<file path="src/rtl/bank_input_packer_pkg.sv">
// Shared types for the bank input packer: FSM state and a width helper.
package bank_input_packer_pkg;

  typedef enum logic {
    IDLE = 1'b0,
    FILL = 1'b1
  } packer_state_t;

  // Index width for n entries, never narrower than one bit.
  function automatic int unsigned idx_width(input int unsigned n);
    return (n > 1) ? $clog2(n) : 1;
  endfunction

endpackage

</file>
<file path="src/rtl/bank_input_packer_if.sv">
// Producer stream plus assembled-beat bus of one bank input packer.
interface bank_input_packer_if #(
  parameter int unsigned IN_WIDTH  = 64,
  parameter int unsigned NUM_LANES = 4
);

  logic [IN_WIDTH-1:0]                 s_data;
  logic                                s_valid;
  logic                                s_last;
  logic                                s_ready;
  logic [NUM_LANES-1:0][IN_WIDTH-1:0]  out_din;
  logic                                out_valid;

  modport master (
    output s_data, s_valid, s_last,
    input  s_ready, out_din, out_valid
  );

  modport slave (
    input  s_data, s_valid, s_last,
    output s_ready, out_din, out_valid
  );

endinterface

</file>
<file path="src/rtl/bank_input_packer.sv">
// Packs NUM_LANES producer words into one bank-write beat and counts beats
// up to a full matrix load, flagging misplaced s_last markers.
module bank_input_packer
  import bank_input_packer_pkg::*;
#(
  parameter int unsigned IN_WIDTH    = 64,
  parameter int unsigned NUM_LANES   = 4,
  parameter int unsigned TOTAL_DEPTH = 16
) (
  input  logic                  clk,
  input  logic                  rst_n,
  input  logic                  start,
  bank_input_packer_if.slave    bus,
  output logic                  busy,
  output logic                  done,
  output logic                  err_last
);

  localparam int unsigned LANE_W = idx_width(NUM_LANES);
  localparam int unsigned BEAT_W = $clog2(TOTAL_DEPTH + 1);
  localparam logic [LANE_W-1:0] LAST_LANE = LANE_W'(NUM_LANES - 1);
  localparam logic [BEAT_W-1:0] LAST_BEAT = BEAT_W'(TOTAL_DEPTH - 1);

  packer_state_t                       state_q, state_d;
  logic [LANE_W-1:0]                   lane_idx_q, lane_idx_d;
  logic [BEAT_W-1:0]                   beat_cnt_q, beat_cnt_d;
  logic [NUM_LANES-1:0][IN_WIDTH-1:0]  stage_q, stage_d;
  logic [NUM_LANES-1:0][IN_WIDTH-1:0]  out_din_q, out_din_d;
  logic                                out_valid_q, out_valid_d;
  logic                                s_ready_q, s_ready_d;
  logic                                busy_q, busy_d;
  logic                                done_q, done_d;
  logic                                err_last_q, err_last_d;
  logic                                hs_c;
  logic                                final_word_c;

  // Next-state, staging and beat assembly.
  always_comb begin
    state_d      = state_q;
    lane_idx_d   = lane_idx_q;
    beat_cnt_d   = beat_cnt_q;
    stage_d      = stage_q;
    out_din_d    = out_din_q;
    out_valid_d  = 1'b0;
    done_d       = 1'b0;
    err_last_d   = err_last_q;
    hs_c         = bus.s_valid & s_ready_q;
    final_word_c = (lane_idx_q == LAST_LANE) && (beat_cnt_q == LAST_BEAT);

    unique case (state_q)
      IDLE: begin
        if (start) begin
          state_d    = FILL;
          lane_idx_d = '0;
          beat_cnt_d = '0;
          err_last_d = 1'b0;
        end
      end
      FILL: begin
        if (hs_c) begin
          stage_d[lane_idx_q] = bus.s_data;
          // s_last is expected on exactly the last word of the load.
          if (bus.s_last != final_word_c) begin
            err_last_d = 1'b1;
          end
          if (lane_idx_q == LAST_LANE) begin
            out_din_d   = stage_d;
            out_valid_d = 1'b1;
            lane_idx_d  = '0;
            beat_cnt_d  = beat_cnt_q + BEAT_W'(1);
            if (beat_cnt_q == LAST_BEAT) begin
              state_d = IDLE;
              done_d  = 1'b1;
            end
          end else begin
            lane_idx_d = lane_idx_q + LANE_W'(1);
          end
        end
      end
      default: state_d = IDLE;
    endcase

    s_ready_d = (state_d == FILL);
    busy_d    = (state_d == FILL);
  end

  always_ff @(posedge clk or negedge rst_n) begin
    if (!rst_n) begin
      state_q     <= IDLE;
      lane_idx_q  <= '0;
      beat_cnt_q  <= '0;
      stage_q     <= '0;
      out_din_q   <= '0;
      out_valid_q <= 1'b0;
      s_ready_q   <= 1'b0;
      busy_q      <= 1'b0;
      done_q      <= 1'b0;
      err_last_q  <= 1'b0;
    end else begin
      state_q     <= state_d;
      lane_idx_q  <= lane_idx_d;
      beat_cnt_q  <= beat_cnt_d;
      stage_q     <= stage_d;
      out_din_q   <= out_din_d;
      out_valid_q <= out_valid_d;
      s_ready_q   <= s_ready_d;
      busy_q      <= busy_d;
      done_q      <= done_d;
      err_last_q  <= err_last_d;
    end
  end

  assign bus.s_ready   = s_ready_q;
  assign bus.out_din   = out_din_q;
  assign bus.out_valid = out_valid_q;
  assign busy          = busy_q;
  assign done          = done_q;
  assign err_last      = err_last_q;

endmodule
</file>
<file path="src/flat_wrapper.sv">
// flat-port wrapper written by rule: the top's interface ports become plain ports
module bank_input_packer_flat import bank_input_packer_pkg::*;
#(
  parameter int unsigned IN_WIDTH    = 64,
  parameter int unsigned NUM_LANES   = 4,
  parameter int unsigned TOTAL_DEPTH = 16
)
  (clk, rst_n, start, busy, done, err_last, bus_s_data, bus_s_valid, bus_s_last, bus_s_ready, bus_out_din, bus_out_valid);
  bank_input_packer_if #(.IN_WIDTH(IN_WIDTH), .NUM_LANES(NUM_LANES)) bus_i ();
  input  logic clk;
  input  logic rst_n;
  input  logic start;
  output logic busy;
  output logic done;
  output logic err_last;
  input wire logic [$bits(bus_i.s_data)-1:0] bus_s_data;
  input wire logic [$bits(bus_i.s_valid)-1:0] bus_s_valid;
  input wire logic [$bits(bus_i.s_last)-1:0] bus_s_last;
  output wire logic [$bits(bus_i.s_ready)-1:0] bus_s_ready;
  output wire logic [$bits(bus_i.out_din)-1:0] bus_out_din;
  output wire logic [$bits(bus_i.out_valid)-1:0] bus_out_valid;
  assign bus_i.s_data = bus_s_data;
  assign bus_i.s_valid = bus_s_valid;
  assign bus_i.s_last = bus_s_last;
  assign bus_s_ready = bus_i.s_ready;
  assign bus_out_din = bus_i.out_din;
  assign bus_out_valid = bus_i.out_valid;
  bank_input_packer #(.IN_WIDTH(IN_WIDTH), .NUM_LANES(NUM_LANES), .TOTAL_DEPTH(TOTAL_DEPTH)) u_core (.clk(clk), .rst_n(rst_n), .start(start), .bus(bus_i), .busy(busy), .done(done), .err_last(err_last));
endmodule
</file>
<file path="config.mk">
export PLATFORM = sky130hd
export DESIGN_NAME = bank_input_packer_flat
export DESIGN_NICKNAME = d
export VERILOG_FILES = /design/src/rtl/bank_input_packer_pkg.sv /design/src/rtl/bank_input_packer_if.sv /design/src/rtl/bank_input_packer.sv /design/src/flat_wrapper.sv
export SDC_FILE = /design/constraint.sdc
export NUM_CORES = 1
export LEC_CHECK = 0
export ABC_AREA = 1
export CORE_MARGIN = 8
export CORE_UTILIZATION = 25
export CTS_BUF_LIST = sky130_fd_sc_hd__clkbuf_8
export DETAILED_ROUTE_END_ITERATION = 16
export MAX_ROUTING_LAYER = met4
export PLACE_DENSITY = 0.45
export SETUP_SLACK_MARGIN = 0.5
export SLEW_MARGIN = 20
export SYNTH_ARGS = -nofsm -noshare
export SYNTH_HDL_FRONTEND = slang
export SYNTH_SLANG_ARGS = --single-unit
</file>
<file path="constraint.sdc">
create_clock -name clk -period 2.1 [get_ports clk]
set_clock_uncertainty 0.2 [all_clocks]
set_input_delay 0.525 -clock clk [delete_from_list [all_inputs] [get_ports clk]]
set_output_delay 0.525 -clock clk [all_outputs]
set_load 0.02 [all_outputs]
</file>
==> impl_results.md <==
* Tot GR Track Use at 0.140
* Initial antenna violation count at 1
* HP Class: in -> async
* Root Buffer Master: clkbuf_8
* Clock sink count at 459
* Synth unique cells at 17
* Cell family with most CP delay: flip-flops
* Sequential element share of the synthesized area at 0.587
* CTS buffer count at 88
* PortBufs at 329
* Total Power at 59700 uW
* Max layer used: met4
* Reg-to-reg critical path startpoint: u_core.lane_idx_q[1]
* Initial Util at 0.253
* Met2 WL at 40.2 mm
* Post-Syn Area per Cell at 8.22 um^2
* Ratio of cells with drive above 1 in the final layout at 0.505
* RSZ-0062 raised after global routing: yes
* Drt via density at 4.49
* Die ar. at 87500 um^2
* Largest net degree at the start of global routing at 69
* Area Growth Syn to Fin at 85.5%
* Status: completed
* HPWL after DPL at 40.7 mm
* Overflow after GRT at 0
* H-tree depth at 3
* Hold Violations, Final at 0
* CP arrival at 1.26 ns
* Setup ws final at 0.111 ns
* Die H at 296 um
* First-pass DRT Iterations at 5
* Final Setup Violations at 0
* Warnings from Yosys at 0
* Period minus WS final at 1.99 ns
* Final #Nets at 3150
* CP max FO at 2
* Cell Rows at 102
* Via count at 18800
* Vias in the first global route at 16800
* Synthesized instance count at 2380
* Syn nets at 2455
* Slew @ Worst Pin at 0.518 ns
* GPL Wtd Cong at 0.742
* Setup crit start kind: flip-flop
* TritonCTS clock tree: done
* Worst IR Drop VDD at 0.617 mV
* Crit path buf inv count at 1
* Max-cap violation count at 0
* R2R depth at 8
* Kind of critical path: reg -> out
* P per Cell Area at 1640 nW/um^2
* Fin. max-slew vios at 0
* CP Capture Type: output pin
* Fmax at 503 MHz
* Post-DR wirelength/cell at 20.4 um
* # IOs at 330
* Clock Path Buffers at 3
* Slowest stage cell on the critical path: dfrtp_1
* CTS clk-pin slew, worst paths at 0.07 ns
* Tcrit/Tclk final at 0.947
* Critical path data required time at 1.37 ns
* Routed wire length at 85.2 mm
* Slew headroom at 0.654
* CORE AREA at 77500 um^2
* Crit path cell chain: buf_6
* Reg2reg setup slack at 0.18 ns
* Met3 wire length at 4.43 mm
* Routed metal-1 wire length at 38.5 mm
* DR DRC count at 0
* First-pass GRT wire length at 95.5 mm
* Flops & latches, synth at 459
* Max incr delay on CP at 0.43 ns
* Die Wd at 296 um
* Pre-CTS setup slack at -0.137 ns
* Pleak at 0.0188 uW
* Initial drt markers at 976
* Detail Route Antenna Nets at 0
* Reg-to-Reg End: u_core.bus.out_din[235]
* Mapped cell area at 19600 um^2
* Clk_lat worst skew at 0.69 ns
==> sequential cells by signal, indices dropped and copies added (netlist names) <==
| name | flops |
|---|---|
| u_core.beat_cnt_q | 5 |
| u_core.bus.out_din | 256 |
| u_core.bus.out_valid | 1 |
| u_core.done | 1 |
| u_core.err_last | 1 |
| u_core.lane_idx_q | 2 |
| u_core.stage_q | 192 |
| u_core.state_q | 1 |
==> layout by cell type, fill, tap and decap left out, drive strengths merged <==
cell type,instances
bufinv,4
diode,1
dlygate4sd3,1
o22ai,1
nand2,1168
inv,228
nand3,3
o21ai,390
buf,617
a21oi,3
clkinv,13
dfrtp,459
nor2,4
clkbuf,181
ha,6
clkdlybuf4s50,67
==> cell families (layout without fill, tap and decap cells) <==
kind of cell,Yosys count,after routing,synth area share
other,0,1,0
buffers and inverters,346,1111,0.0825
AO/OA/AOI/OAI,394,394,0.101
AND/OR/NAND/NOR,1175,1175,0.226
flip-flops,459,459,0.587
adder cells (fa/ha/maj),6,6,0.00384
==> cell type report <==
cell class	instances	area, um^2
clock buffers	117	1610
flip-flops and latches	459	11500
well taps	1040	1300
multi-input cells	1575	11100
clock inverters	43	309
repair buffers	749	9710
diodes	1	2.50
fillers	7081	41200
inverters	202	783
==> how the worst max path moves through the flow <==
stage / end / start / slack, ns / cells past startpoint
final: bus_out_din[169] / u_core.bus.out_din[169] / 0.11 / 1
after detailed placement: u_core.bus.out_din[0] / bus_s_valid / -0.14 / 7
after global placement: u_core.bus.out_din[127] / bus_s_valid / -0.14 / 7
after floorplan: u_core.stage_q[107] / u_core.lane_idx_q[0] / 0.49 / 8
after CTS: bus_out_din[62] / u_core.bus.out_din[62] / 0.03 / 1
after global routing: bus_out_din[124] / u_core.bus.out_din[124] / 0.04 / 1
==> Yosys cell counts <==
| master | instances | area (um^2) |
|---|---|---|
| buf_4 | 36 | 270 |
| o21ai_1 | 4 | 20.0 |
| inv_1 | 200 | 751 |
| dfrtp_1 | 459 | 11500 |
| inv_2 | 1 | 3.75 |
| clkbuf_1 | 26 | 97.6 |
| o22ai_1 | 1 | 6.26 |
| nand2_1 | 1168 | 4380 |
| clkbuf_2 | 4 | 20.0 |
| o21ai_0 | 386 | 1930 |
| nor2_1 | 4 | 15.0 |
| buf_2 | 66 | 330 |
| a21oi_1 | 3 | 15.0 |
| ha_1 | 6 | 75.1 |
| nand3_1 | 3 | 15.0 |
| inv_4 | 1 | 6.26 |
| buf_6 | 12 | 135 |
==> power by group <==
part / total, uW / leakage (uW) / internal [uW] / switching [uW]
Combinational: 35400 / 0.0119 / 16500 / 18900
Sequential: 14600 / 0.00588 / 12400 / 2180
Clock: 9620 / 0.00109 / 5490 / 4140
==> timing repair <==
item,4_1_cts,5_1_grt
setup buffers,19,202
gates resized for setup,1210,2136
hold endpoints to repair,242,0
setup endpoints to repair,716,719
pin swaps,0,381
hold buffers,1,0
gates cloned,0,102
==> metal layers <==
| layer | vias up | global-route usage |
|---|---|---|
| met4 | 0 | 0.0424 |
| met5 | - | - |
| met1 | 9368 | 0.180 |
| met3 | 115 | 0.0297 |
| met2 | 462 | 0.221 |
| li1 | 8834 | - |
==> through the flow <==
step                cell area (um^2)  std cells  TNS (ns)  utilization  hold WS [ns]
floorplan                      19600       2380         0            -        0.0294
global placement               24600       3701    -25.95        0.317         0.218
detailed placement             24600       3701    -26.01        0.317         0.219
CTS                            25800       3881         0        0.333        0.0526
global route                   36300       4186         0        0.468        0.0848
finish                         36300       4186         0        0.468         0.120
Note: power is estimated with default switching activity, not from simulation.
